**config.mk**
```make
export PLATFORM = sky130hd
export DESIGN_NAME = sdram_arbiter
export DESIGN_NICKNAME = d
export VERILOG_FILES = /design/src/rtl/sdram_arbiter.sv
export SDC_FILE = /design/constraint.sdc
export NUM_CORES = 1
export LEC_CHECK = 0
export BUFFER_PORTS_ARGS = -buffer_cell sky130_fd_sc_hd__buf_2
export CAP_MARGIN = 30
export CORE_MARGIN = 4
export CORE_UTILIZATION = 26
export DETAILED_ROUTE_END_ITERATION = 10
export PLACE_DENSITY = 0.78
export SETUP_SLACK_MARGIN = 0.5
export SLEW_MARGIN = 0
export SYNTH_ARGS = -nofsm -noshare
export SYNTH_HDL_FRONTEND = slang
export SYNTH_SLANG_ARGS = --single-unit
```
**constraint.sdc**
```tcl
create_clock -name clk_i -period 1.15 [get_ports clk_i]
set_input_delay 0.23 -clock clk_i [delete_from_list [all_inputs] [get_ports clk_i]]
set_output_delay 0.23 -clock clk_i [all_outputs]
set_load 0.01 [all_outputs]
```
**src/rtl/sdram_arbiter.sv**
```systemverilog
// Two-requester arbiter for one SDRAM controller port: video (64-beat read bursts, high priority)
// and CPU (single-word accesses). Defining ARB_STARVE_GUARD_EN lets the CPU break long video streaks.
module sdram_arbiter #(
  parameter int ADDR_W           = 24,
  parameter int DATA_W           = 16,
  parameter int MAX_VIDEO_STREAK = 4
) (
  input  logic              clk_i,
  input  logic              rst_i,
  input  logic              v_cmd_valid_i,
  output logic              v_cmd_ready_o,
  input  logic [ADDR_W-1:0] v_addr_x16_i,
  output logic              v_resp_valid_o,
  output logic [DATA_W-1:0] v_rdata_o,
  input  logic              v_ack_i,
  input  logic              c_cmd_valid_i,
  output logic              c_cmd_ready_o,
  input  logic              c_we_i,
  input  logic [ADDR_W-1:0] c_addr_x16_i,
  input  logic [DATA_W-1:0] c_wdata_i,
  input  logic [1:0]        c_wmask_i,
  output logic              c_resp_valid_o,
  output logic [DATA_W-1:0] c_rdata_o,
  input  logic              c_ack_i,
  output logic              sdram_cmd_valid_o,
  input  logic              sdram_cmd_ready_i,
  output logic              sdram_we_o,
  output logic [ADDR_W-1:0] sdram_addr_x16_o,
  output logic [DATA_W-1:0] sdram_wdata_o,
  output logic [1:0]        sdram_wmask_o,
  input  logic              sdram_resp_valid_i,
  input  logic [DATA_W-1:0] sdram_rdata_i,
  output logic              sdram_ack_o
);

  typedef enum logic [2:0] {
    IDLE   = 3'd0,
    V_CMD  = 3'd1,
    V_DATA = 3'd2,
    C_CMD  = 3'd3,
    C_DATA = 3'd4
  } state_e;

  state_e state_q, state_d;
  logic   cpu_first_s;

`ifdef ARB_STARVE_GUARD_EN
  logic [2:0] streak_q, streak_d;

  // Video-streak counter register
  always_ff @(posedge clk_i) begin
    if (rst_i) begin
      streak_q <= 3'd0;
    end else begin
      streak_q <= streak_d;
    end
  end

  // Count video grants taken while the CPU waits; any CPU grant or idle CPU clears it
  always_comb begin
    streak_d = streak_q;
    if (state_q == IDLE) begin
      if (!c_cmd_valid_i || (state_d == C_CMD)) begin
        streak_d = 3'd0;
      end else if ((state_d == V_CMD) && (streak_q != 3'd7)) begin
        streak_d = streak_q + 3'd1;
      end else begin
        streak_d = streak_q;
      end
    end else begin
      streak_d = streak_q;
    end
  end

  assign cpu_first_s = (int'({29'd0, streak_q}) >= MAX_VIDEO_STREAK);
`else
  logic unused_streak_s;
  assign unused_streak_s = (MAX_VIDEO_STREAK != 0);
  assign cpu_first_s     = 1'b0;
`endif

  // State register
  always_ff @(posedge clk_i) begin
    if (rst_i) begin
      state_q <= IDLE;
    end else begin
      state_q <= state_d;
    end
  end

  // Next-state: arbitrate only in IDLE, hold the grant until the owner's ack
  always_comb begin
    state_d = state_q;
    case (state_q)
      IDLE: begin
        if (v_cmd_valid_i && c_cmd_valid_i && cpu_first_s) begin
          state_d = C_CMD;
        end else if (v_cmd_valid_i) begin
          state_d = V_CMD;
        end else if (c_cmd_valid_i) begin
          state_d = C_CMD;
        end else begin
          state_d = IDLE;
        end
      end
      V_CMD: begin
        if (!v_cmd_valid_i) begin
          state_d = IDLE;
        end else if (sdram_cmd_ready_i) begin
          state_d = V_DATA;
        end else begin
          state_d = V_CMD;
        end
      end
      V_DATA: begin
        if (v_ack_i) begin
          state_d = IDLE;
        end else begin
          state_d = V_DATA;
        end
      end
      C_CMD: begin
        if (!c_cmd_valid_i) begin
          state_d = IDLE;
        end else if (sdram_cmd_ready_i) begin
          state_d = C_DATA;
        end else begin
          state_d = C_CMD;
        end
      end
      C_DATA: begin
        if (c_ack_i) begin
          state_d = IDLE;
        end else begin
          state_d = C_DATA;
        end
      end
      default: state_d = IDLE;
    endcase
  end

  // Steer command, response and ack paths to/from the current owner only
  always_comb begin
    v_cmd_ready_o     = 1'b0;
    c_cmd_ready_o     = 1'b0;
    sdram_cmd_valid_o = 1'b0;
    sdram_we_o        = 1'b0;
    sdram_addr_x16_o  = {ADDR_W{1'b0}};
    sdram_wdata_o     = {DATA_W{1'b0}};
    sdram_wmask_o     = 2'b00;
    v_resp_valid_o    = 1'b0;
    c_resp_valid_o    = 1'b0;
    sdram_ack_o       = 1'b0;
    case (state_q)
      V_CMD: begin
        sdram_cmd_valid_o = v_cmd_valid_i;
        v_cmd_ready_o     = v_cmd_valid_i && sdram_cmd_ready_i;
        sdram_addr_x16_o  = v_addr_x16_i;
        sdram_wmask_o     = 2'b11;
      end
      C_CMD: begin
        sdram_cmd_valid_o = c_cmd_valid_i;
        c_cmd_ready_o     = c_cmd_valid_i && sdram_cmd_ready_i;
        sdram_we_o        = c_we_i;
        sdram_addr_x16_o  = c_addr_x16_i;
        sdram_wdata_o     = c_wdata_i;
        sdram_wmask_o     = c_wmask_i;
      end
      V_DATA: begin
        v_resp_valid_o = sdram_resp_valid_i;
        sdram_ack_o    = v_ack_i;
      end
      C_DATA: begin
        c_resp_valid_o = sdram_resp_valid_i;
        sdram_ack_o    = c_ack_i;
      end
      default: begin
        sdram_cmd_valid_o = 1'b0;
      end
    endcase
  end

  assign v_rdata_o = sdram_rdata_i;
  assign c_rdata_o = sdram_rdata_i;

endmodule

```
# --- Word level (Yosys, flattened, before mapping) ---
# Cells that the tools add are included.
word_totals:
  output_inout_bits: 81
  in_bits: 91
  regBits: 3
  word_cells: 27
classes:
  n_eq_ne: 4
  n_mux: 19
  n_reduce_logical: 3
ops:
  columns: ["cell", "n"]
  rows:
  - ["$pmux 24 s2", 1]
  - ["$mux 16", 1]
  - ["$pmux 3 s5", 1]
  - ["$mux 2", 5]
  - ["$mux 3", 3]
  - ["$eq 3x2->1 const B", 2]
  - ["$mux 1", 5]
  - ["$pmux 1 s2", 2]
  - ["$pmux 2 s2", 1]
  - ["$eq 3x1->1 const B", 1]
  - ["$eq 3x3->1 const B", 1]
  - ["$logic_not 3->1", 1]
  - ["$logic_and 1x1->1", 2]

# --- Logic depth before layout (Yosys ltp) ---
# Gate-level depths: netlist of the first run.
logic_depth:
  ltp_word: 3
  ltp_mapped: 5
  ltp_nobuf: 3

# --- Least setup slack after synthesis of the first run ---
# No wires, ideal clock.
synth_timing:
  kind: "register to output"
  startpoint: "reg state_q[1]"
  endpoint: "out v_cmd_ready_o"
  arrival_time_ns: 1.069
  n_path_buf: 2
  path_stages_with_launch: 4
  required_time_ns: 0.920
  slack_ns: -0.149
  path_cell_list: "dfxtp_1 > buf_2 > buf_4 > nor4_1"
synth_via:
  elab_chain_len: 2
synth_rtl:
  columns: ["item", "line", "text"]
  rows:
  - ["start: declaration", "44", "state_e state_q, state_d;"]
  - ["start signal: assignment", "87", "state_q <= state_d;"]
  - ["$eq 3x1->1", "154", "case (state_q)"]
  - ["$mux 1", "154", null]
  - ["end: declaration", "11", "output logic v_cmd_ready_o,"]
# Every way passes these cells.

# --- Worst setup path in the final report of the first run ---
layout_timing:
  startpoint: "reg state_q[1]"
  endpoint: "out c_cmd_ready_o"
layout_via:
  elab_chain_len: 2
layout_rtl:
  columns: ["item", "line", "text"]
  rows:
  - ["$eq 3x2->1", "154", null]
  - ["$mux 1", "154", null]
  - ["end: declaration", "17", "output logic c_cmd_ready_o,"]
# Every way passes these cells.

==> results of run 1 <==
worst register-to-register path, stage by stage (launching register included):
cell      delay, ns
dfxtp_4        0.36
buf_6          0.16
buf_4          0.15
nor3b_2        0.14
a41oi_1        0.06
a211oi_1       0.25
routing by layer:
metal | vias up | track usage
li1 | 642 | -
met1 | 608 | 0.152
met4 | 0 | 0.0605
met5 | - | 0
met2 | 58 | 0.320
met3 | 5 | 0.0319
cell usage in the layout (no fill, tap or decap), types with 2 or more instances in the layout:
| cell | Yosys | layout |
|---|---|---|
| o21ai_0 | 2 | 2 |
| and2_4 | 10 | 10 |
| buf_6 | 3 | 31 |
| nor2_4 | 0 | 20 |
| nand3b_1 | 2 | 2 |
| inv_1 | 5 | 5 |
| nor3b_2 | 0 | 2 |
| dfxtp_2 | 0 | 2 |
| mux2i_1 | 25 | 5 |
| a21oi_4 | 0 | 2 |
| buf_12 | 0 | 5 |
| and2_1 | 7 | 7 |
| buf_2 | 2 | 94 |
| nor2_1 | 26 | 5 |
| clkbuf_8 | 0 | 3 |
| mux2i_4 | 0 | 20 |
| buf_4 | 37 | 8 |
logic make-up (layout without fill, tap and decap cells):
kind of cell,count (synthesis),in the layout,share of synthesized area
buffers and inverters,48,148,0.335
multiplexers,25,25,0.236
flip-flops,3,3,0.0565
AND/OR/NAND/NOR,56,56,0.312
AO/OA/AOI/OAI,10,10,0.0613
stage by stage:
stage | cell area, µm² | total power [W] | cells | utilization | setup WS, ns
finish | 2320 | 0.00160 | 290 | 0.611 | -0.339
global route | 2320 | 0.00171 | 290 | 0.611 | -0.385
CTS | 2300 | 0.00160 | 288 | 0.606 | -0.348
detailed placement | 1970 | 0.00111 | 282 | 0.518 | -0.121
global placement | 1970 | 0.00110 | 282 | 0.518 | -0.107
floorplan | 1540 | 0.000928 | 142 | - | -0.0580
layout make-up:
| type | count | area share |
|---|---|---|
| Clock buffer | 4 | 0.0194 |
| Inverter | 5 | 0.00809 |
| Multi-Input combinational cell | 91 | 0.484 |
| Timing Repair Buffer | 139 | 0.434 |
| Tap cell | 48 | 0.0259 |
| Sequential cell | 3 | 0.0286 |
report_power, final:
| part | switching (W) | total (W) | internal [W] |
|---|---|---|---|
| clock | 0.0000669 | 0.000303 | 0.000236 |
| combinational | 0.000524 | 0.00117 | 0.000647 |
| sequential | 0.0000145 | 0.000129 | 0.000115 |
| total | 0.000606 | 0.00160 | 0.000998 |
worst paths after layout:
path / startpoint / endpoint / cells after the start
worst min-delay path: rst_i / state_q[2] / 2
worst max register to register: state_q[1] / state_q[0] / 5
worst min register to register: state_q[2] / state_q[0] / 2
worst max-delay path: state_q[1] / c_cmd_ready_o / 4
what timing repair did:
action,in CTS,in global routing
gates cloned,1,0
resized for setup,42,1
hold buffers,0,0
setup buffers,1,2
hold endpoints to repair,0,0
pin swaps,1,1
setup endpoints to repair,52,52
==> impl_metrics.json, run 1 <==
{
  "outcome": "complete, but fails checks",
  "violations_in_the_final_reports": "negative setup slack",
  "top_layer_used": "met4",
  "ys_ff_latch": 3,
  "max_cap_violations": 0,
  "remaining_drc_errors": 0,
  "reg_top3": "state_q x3",
  "cts_htree_levels": 1,
  "worstPathBufferInverterCount": 2,
  "gp_congestion": 0.760,
  "grt_overflow_total": 0,
  "core-area_um2": 3800,
  "numClockSinks": 3,
  "crit_required_ns": 0.92,
  "syn_nets": 233,
  "dieHeight_um": 71.9,
  "largest_register_ff_count": 3,
  "worstSkewPairLatency_ns": 0.21,
  "crit_arrival_ns": 1.26,
  "leakage_power_figure_nw": 1.05,
  "final_period_minus_worst_setup_slack_ns": 1.49,
  "timing.hold.ws_ns": 0.217,
  "initial_util": 0.280,
  "postSynth.asyncResetShare": 0,
  "cp_cell_sequence": "and3b_2 > buf_12 > and3_1 > buf_2",
  "finClkSkew_ns": 0.00114,
  "clock_tree.root_cell": "clkbuf_8",
  "yosys.area.top_type_share": 0.261,
  "slowest_stage": "dfxtp_4",
  "maxSlewViolCount": 0,
  "met2RoutedLength_um": 2480,
  "synthesis.area_per_instance_um2": 7.48,
  "firstDrtPassIters": 4,
  "yosys_warnings": 0,
  "cts.reportedPaths.clkPinSlew_ns": 0.03,
  "grt_max_degree": 20,
  "synth_top_flop_cell": "dfxtp_1",
  "route.met3.wl_um": 362,
  "post_synth_instance_area_um2": 1060,
  "multi_input_area_um2": 1120,
  "row_count": 22,
  "clock_tree.buffer_depth": 2,
  "dieArea_um2": 5170,
  "cpPeakStageDelay_ns": 0.36,
  "floorplan.die.width_um": 71.9,
  "worstSetupEndpointType": "output port",
  "grt_antenna_before_repair": 0,
  "power.density_nw_per_um2": 691,
  "timing.setup.tns_ns": -14.07,
  "count_of_input_and_output_buffers": 123,
  "finalSetupViolCount": 50,
  "drt_wl_total_um": 4150,
  "max-vdd-ir-drop_uv": 468,
  "highest_attainable_clock_frequency_ghz": 0.671,
  "drt.antenna.violating_nets": 0,
  "grt_setup_unrepaired": "yes",
  "cts_inserted_buffers": 3,
  "ioPinCount": 172,
  "synth_sequential_area_ratio": 0.0565,
  "timing.setup.critical_path_class": "reg2out",
  "regArea_um2": 66.3,
  "num-nets-final": 334,
  "largest-register": "state_q",
  "synth_enable_flop_cells": 0,
  "layout.filler_cells": 316,
  "synth_top_cells_by_count": "37 x buf_4, 26 x nor2_1, 25 x mux2i_1",
  "avgViaCountPerCell": 4.53,
  "post_synth_main_area_contributors": "buf_4 26%, mux2i_1 24%, nor2_1 9.2%",
  "cp_max_fo": 19,
  "leading_area_contributor_after_synthesis": "buf_4",
  "wl_per_cell_um": 14.3,
  "path_delay_family": "simple AND/OR/NAND/NOR gates",
  "min_period_over_period": 1.30,
  "worst-slew-pin-transition_ns": 0.238,
  "grt.total_usage": 0.157,
  "tritoncts": "built",
  "startpoint_type": "flop",
  "final_hold_viol_count": 0,
  "synth_most_common_cell": "buf_4",
  "hold_path_class": "in2reg",
  "n_antenna_cell": 0,
  "postLayoutSetupSlackWorst_ns": -0.339,
  "mapped_cells": 142,
  "max_slew_margin_vs_limit": 0.840,
  "drt-met1-wl_um": 1280,
  "global_route_wire_length_before_repair_um": 6560,
  "first_global_vias": 1402,
  "dp_hpwl_um": 3100,
  "area_delta_synth_final_pct": 118,
  "library_cells_used_by_synthesis": 27,
  "detailedRoute.firstIterationViolations": 17,
  "vias": 1313,
  "layout-drive-gt1-share": 0.860,
  "reg2reg_slack_ns": -0.07
}
Power figures use the tool's default switching activity.
==> run 2: changes to the inputs <==
--- a/config.mk
+++ b/config.mk
@@ -7,7 +7,7 @@
 export LEC_CHECK = 0
 export BUFFER_PORTS_ARGS = -buffer_cell sky130_fd_sc_hd__buf_2
 export CAP_MARGIN = 30
-export CORE_MARGIN = 4
+export CORE_MARGIN = 2
 export CORE_UTILIZATION = 26
 export DETAILED_ROUTE_END_ITERATION = 10
 export PLACE_DENSITY = 0.78
==> run 2 against run 1 <==
Effect of this change:
- the run still ends with negative setup slack left
- combinational power increased by 11%
- worst hold slack got worse by 0.0049 ns
- fmax down 1.9%
- total power is 9.4% higher
- critical path depth did not move
- design area grew 10%
- die area is 11% lower
- largest cell class is now buffers
==> impl_metrics.json, run 2 (synthesized netlist as in run 1, its figures left out) <==
{
  "n_antenna_cell": 0,
  "max_cap_violations": 0,
  "final_hold_viol_count": 0,
  "crit_arrival_ns": 1.29,
  "firstDrtPassIters": 4,
  "grt_max_degree": 18,
  "power.density_nw_per_um2": 687,
  "worstSkewPairLatency_ns": 0.22,
  "hold_path_class": "in2reg",
  "placed_area_um2": 1950,
  "numClockSinks": 3,
  "layout.filler_cells": 306,
  "cts.reportedPaths.clkPinSlew_ns": 0.03,
  "min_period_over_period": 1.32,
  "dp_hpwl_um": 2660,
  "count_of_input_and_output_buffers": 123,
  "first_global_vias": 1203,
  "crit_required_ns": 0.92,
  "gp_congestion": 0.807,
  "max_slew_margin_vs_limit": 0.807,
  "largest_register_ff_count": 3,
  "global_route_wire_length_before_repair_um": 5040,
  "reg2regPathDepth": 7,
  "cts_htree_levels": 1,
  "final_common_cell": "buf_2",
  "wl_per_cell_um": 14.4,
  "vias": 1402,
  "regArea_um2": 66.3,
  "netSwitchingPower_w": 0.000658,
  "most_frequent_cells_in_the_layout": "84 x buf_2, 48 x buf_6, 20 x nor2_4",
  "avgViaCountPerCell": 4.64,
  "grt.total_usage": 0.144,
  "r2r-start": "state_q[1]",
  "dieHeight_um": 67.9,
  "combinationalPowerShare": 0.743,
  "floorplan.die.width_um": 67.9,
  "remaining_drc_errors": 0,
  "drt_wl_total_um": 4340,
  "ioPinCount": 172,
  "drt.antenna.violating_nets": 0,
  "layout-drive-gt1-share": 0.901,
  "swShare": 0.375,
  "hold_start": "rst_i",
  "clock_tree.buffer_depth": 2,
  "detailedRoute.firstIterationViolations": 36,
  "grt_setup_unrepaired": "yes",
  "grt_overflow_total": 0,
  "clock_power_share": 0.183,
  "sequentialPowerShare": 0.074,
  "worst-slew-pin-transition_ns": 0.286,
  "post-route-cell-area_um2": 2550,
  "reg_top3": "state_q x3",
  "largest-register": "state_q",
  "holdBufCountCts": 0,
  "max-vdd-ir-drop_uv": 385,
  "maxSlewViolCount": 0,
  "reg2reg_slack_ns": -0.19,
  "total_power_w": 0.00176,
  "cell_internal_pwr_w": 0.00110,
  "violations_in_the_final_reports": "negative setup slack",
  "num-nets-final": 344,
  "multi_input_area_um2": 1140,
  "postLayoutSetupSlackWorst_ns": -0.368,
  "timing.setup.critical_path_class": "reg2out",
  "timing.hold.ws_ns": 0.212,
  "worst_hold_path.num_cells": 2,
  "r2r_end": "state_q[0]",
  "startpoint_type": "flop",
  "leakage_power_figure_nw": 1.15,
  "hold-path-endpoint": "state_q[0]",
  "critical_path_launch_point": "state_q[1]",
  "cp_max_fo": 13,
  "core-area_um2": 3970,
  "row_count": 23,
  "finalCoreUtilization": 0.643,
  "finClkSkew_ns": 0.000598,
  "cts_inserted_buffers": 3,
  "highest_attainable_clock_frequency_ghz": 0.659,
  "clock_tree.root_cell": "clkbuf_8",
  "finalSetupViolCount": 52,
  "final_period_minus_worst_setup_slack_ns": 1.52,
  "dieArea_um2": 4610,
  "initial_util": 0.267,
  "outcome": "complete, but fails checks",
  "worstSetupEndpointType": "output port",
  "grt_antenna_before_repair": 0,
  "area_delta_synth_final_pct": 141,
  "tritoncts": "built"
}
==> run 2: cell count changes in the layout (fill, tap and decap cells not counted), moves of 2 or more <==
cell       delta
and2_1        -7
mux2i_2       +2
clkbuf_16     +3
buf_2        -10
and2_4        +7
buf_6        +17
mux2i_4       -2
==> run 2: worst max-delay path, stage by stage, from the launching register on <==
cell and delay [ns]:
dfxtp_4 0.39, buf_12 0.21, mux2i_4 0.29, nor2_4 0.06
buf_6 0.11
==> run 2: worst max path at each step <==
| stage | slack (ns) | cells past startpoint | end |
|---|---|---|---|
| after global placement | -0.12 | 4 | sdram_addr_x16_o[13] |
| final | -0.37 | 4 | sdram_addr_x16_o[3] |
| after global routing | -0.42 | 4 | sdram_addr_x16_o[3] |
| after detailed placement | -0.16 | 4 | sdram_addr_x16_o[18] |
| after floorplan | -0.06 | 5 | sdram_wdata_o[10] |
| after CTS | -0.38 | 4 | sdram_ack_o |
==> run 2: area by class of cell <==
class	instances	share of cell area
multi-input combinational	91	0.448
tap	50	0.0245
inverter	5	0.00735
clock buffer	4	0.0176
sequential	3	0.0260
timing repair buffer	149	0.477
==> run 2: metal layers <==
metal  GRT usage  vias to the layer above  part of all wire
met1       0.136                      656              0.31
met3      0.0296                       10             0.076
met4      0.0650                        0             0.019
met2       0.290                       69              0.59
li1            -                      667                 -
met5           0                        -                 0
==> run 2: what timing repair did <==
action / CTS / global route
gates resized for setup: 44 / 27
setup endpoints to repair: 52 / 52
hold endpoints to repair: 0 / 0
setup buffers: 0 / 8
pin swaps: 9 / 6
gates cloned: 2 / 3
==> run 2: through the flow <==
stage | cells | setup slack [ns] | setup TNS, ns
finish | 302 | -0.368 | -16.19
global placement | 285 | -0.120 | -3.80
floorplan | 142 | -0.0580 | -1.37
global route | 302 | -0.418 | -18.41
CTS | 291 | -0.379 | -15.56
detailed placement | 285 | -0.156 | -4.19
==> run 2: power by group through the flow <==
| stage | logic, W | registers, W | clock network (W) |
|---|---|---|---|
| after floorplan | 0.000809 | 0.000119 | 0 |
| after global placement | 0.000947 | 0.000126 | 0 |
| after detailed placement | 0.000964 | 0.000126 | 0 |
| after CTS | 0.00113 | 0.000127 | 0.000324 |
| after global routing | 0.00138 | 0.000132 | 0.000339 |
| final | 0.00130 | 0.000130 | 0.000321 |
==> run 3: changes to the inputs <==
--- a/config.mk
+++ b/config.mk
@@ -5,10 +5,11 @@
 export SDC_FILE = /design/constraint.sdc
 export NUM_CORES = 1
 export LEC_CHECK = 0
+export ABC_AREA = 1
 export BUFFER_PORTS_ARGS = -buffer_cell sky130_fd_sc_hd__buf_2
 export CAP_MARGIN = 30
 export CORE_MARGIN = 2
-export CORE_UTILIZATION = 26
+export CORE_UTILIZATION = 24
 export DETAILED_ROUTE_END_ITERATION = 10
 export PLACE_DENSITY = 0.78
 export SETUP_SLACK_MARGIN = 0.5
==> run 3 against run 2 <==
Effect of this change:
- the flow still finishes with violations (negative setup slack)
- sequential share of layout area grew 0.78 points
- wire length down 11%
- combinational power shrank 36%
- critical path depth rose by 3
- global-route usage up 1.6 points
- utilization decreased by 7.5 points
- sequential power shrank 5%
==> impl_metrics.json, run 3 <==
{
  "largest-register": "state_q",
  "synth_enable_flop_cells": 0,
  "violations_in_the_final_reports": "negative setup slack",
  "tritoncts": "built",
  "mapped_cells": 145,
  "r2r_end": "state_q[1]",
  "cp_cell_sequence": "inv_4 > nand2_4 > nor2_4 > buf_4 > buf_12 > a22o_1 > buf_2",
  "most_frequent_cells_in_the_layout": "101 x buf_2, 28 x buf_6, 26 x inv_1",
  "vias": 1342,
  "leading_area_contributor_after_synthesis": "buf_4",
  "finClkSkew_ns": 0.000954,
  "final_common_cell": "buf_2",
  "clock_tree.root_cell": "clkbuf_8",
  "grt_setup_unrepaired": "yes",
  "synthesis.area_per_instance_um2": 6.51,
  "cpPeakStageDelay_ns": 0.37,
  "count_of_input_and_output_buffers": 123,
  "syn_nets": 236,
  "initial_util": 0.254,
  "detailedRoute.firstIterationViolations": 26,
  "finalSetupViolCount": 51,
  "firstDrtPassIters": 2,
  "postSynth.asyncResetShare": 0,
  "max-vdd-ir-drop_uv": 286,
  "power.density_nw_per_um2": 603,
  "cts_htree_levels": 1,
  "drt_wl_total_um": 3870,
  "leakage_power_figure_nw": 1.19,
  "final_period_minus_worst_setup_slack_ns": 1.57,
  "highest_attainable_clock_frequency_ghz": 0.635,
  "r2r-start": "state_q[2]",
  "post_layout_instance_count_excluding_filler_cells": 310,
  "maxSlewViolCount": 0,
  "global_route_wire_length_before_repair_um": 5460,
  "grt.total_usage": 0.160,
  "n_antenna_cell": 0,
  "area_delta_synth_final_pct": 124,
  "yosys_warnings": 0,
  "synth_top_cells_by_count": "34 x buf_4, 29 x inv_1, 24 x a22o_1",
  "cp_max_fo": 4,
  "grt_max_degree": 23,
  "clock_tree.buffer_depth": 2,
  "postLayoutSetupSlackWorst_ns": -0.425,
  "reg2reg_slack_ns": -0.12,
  "dieArea_um2": 4450,
  "grt_antenna_before_repair": 0,
  "hold_start": "rst_i",
  "timing.setup.critical_path_class": "reg2out",
  "remaining_drc_errors": 0,
  "outcome": "complete, but fails checks",
  "placed_cells_incl_taps": 288,
  "min_period_over_period": 1.37,
  "first_global_vias": 1213,
  "startpoint_type": "flop",
  "yosys.area.top_type_share": 0.271,
  "library_cells_used_by_synthesis": 19,
  "post_synth_main_area_contributors": "buf_4 27%, a22o_1 22%, inv_1 12%",
  "reg_top3": "state_q x3",
  "grt_overflow_total": 0,
  "gp_congestion": 0.717,
  "final_hold_viol_count": 0,
  "avgViaCountPerCell": 4.33,
  "numClockSinks": 3,
  "worst_hold_path.num_cells": 2,
  "cts_inserted_buffers": 3,
  "reg2regPathDepth": 10,
  "finalCoreUtilization": 0.568,
  "row_count": 22,
  "hold_path_class": "in2reg",
  "num-nets-final": 354,
  "core-area_um2": 3720,
  "synth_most_common_cell": "buf_4",
  "wl_per_cell_um": 12.5,
  "worstSetupEndpointType": "output port",
  "worstPathBufferInverterCount": 4,
  "crit_arrival_ns": 1.34,
  "path_delay_family": "buffers and inverters",
  "drt.antenna.violating_nets": 0,
  "max_slew_margin_vs_limit": 0.869,
  "max_cap_violations": 0,
  "hold-path-endpoint": "state_q[2]",
  "worst-slew-pin-transition_ns": 0.196,
  "dp_hpwl_um": 2760,
  "largest_register_ff_count": 3,
  "cts.reportedPaths.clkPinSlew_ns": 0.04,
  "slowest_stage": "dfxtp_4",
  "crit_required_ns": 0.92,
  "post_synth_instance_area_um2": 943,
  "floorplan.die.width_um": 66.7,
  "synth_sequential_area_ratio": 0.0637,
  "synth_top_flop_cell": "dfxtp_1",
  "dieHeight_um": 66.7,
  "ys_ff_latch": 3,
  "layout-drive-gt1-share": 0.775,
  "worstSkewPairLatency_ns": 0.22,
  "ioPinCount": 172
}
-- run 3: what timing repair did --
| item | 4_1_cts | 5_1_grt |
|---|---|---|
| hold buffers | 0 | 0 |
| pin swaps | 11 | 6 |
| endpoints found under the setup margin | 52 | 52 |
| endpoints found under the hold margin | 0 | 0 |
| buffers inserted | 14 | 0 |
| resized for setup | 48 | 9 |
| cloned | 3 | 1 |
-- run 3: stage by stage --
stage          cell area [µm²]  total power [W]  hold WS, ns  setup slack (ns)  setup TNS (ns)
5_1_grt                   2110          0.00135        0.222            -0.464          -20.63
2_1_floorplan             1110         0.000564        0.288            -0.104           -2.66
3_5_place_dp              1600         0.000751        0.427            -0.168           -5.81
4_1_cts                   2050          0.00122        0.202            -0.397          -17.50
6_report                  2110          0.00127        0.217            -0.425          -18.20
3_3_place_gp              1600         0.000739        0.422            -0.148           -4.97
-- run 3: layout make-up --
type,count,area (µm²)
clock buffer,4,45.0
fill,323,1600
tap,48,60.1
multi-input combinational,74,681
timing repair buffer,148,1080
inverter,31,135
timing repair inverter,2,36.3
sequential,3,71.3
-- run 3: cell families after synthesis --
| group | synth area share |
|---|---|
| buffers and inverters | 0.423 |
| AND/OR/NAND/NOR | 0.265 |
| AO/OA/AOI/OAI | 0.248 |
| flip-flops | 0.0637 |
-- run 3: where the power goes --
group          switching (W)  internal [W]  total [W]
clock network      0.0000819      0.000238   0.000320
logic               0.000372      0.000458   0.000830
registers          0.0000132      0.000111   0.000124
-- run 3: worst max-delay path by stage --
stage	from	end	slack, ns	cells after the start
after floorplan	state_q[2]	sdram_addr_x16_o[0]	-0.10	5
after global placement	state_q[2]	sdram_addr_x16_o[15]	-0.15	6
after detailed placement	state_q[2]	sdram_addr_x16_o[5]	-0.17	6
after CTS	state_q[2]	sdram_addr_x16_o[20]	-0.40	7
after global routing	state_q[2]	sdram_addr_x16_o[21]	-0.46	7
final	state_q[2]	sdram_addr_x16_o[21]	-0.42	7
-- run 3: routing by layer --
layer,global-route usage,vias up,wire (µm),part of all wire
li1,-,667,-,-
met3,0.0389,9,421,0.11
met1,0.171,575,1450,0.37
met4,0.0408,0,43,0.011
met2,0.308,91,1960,0.51
met5,0,-,0,0
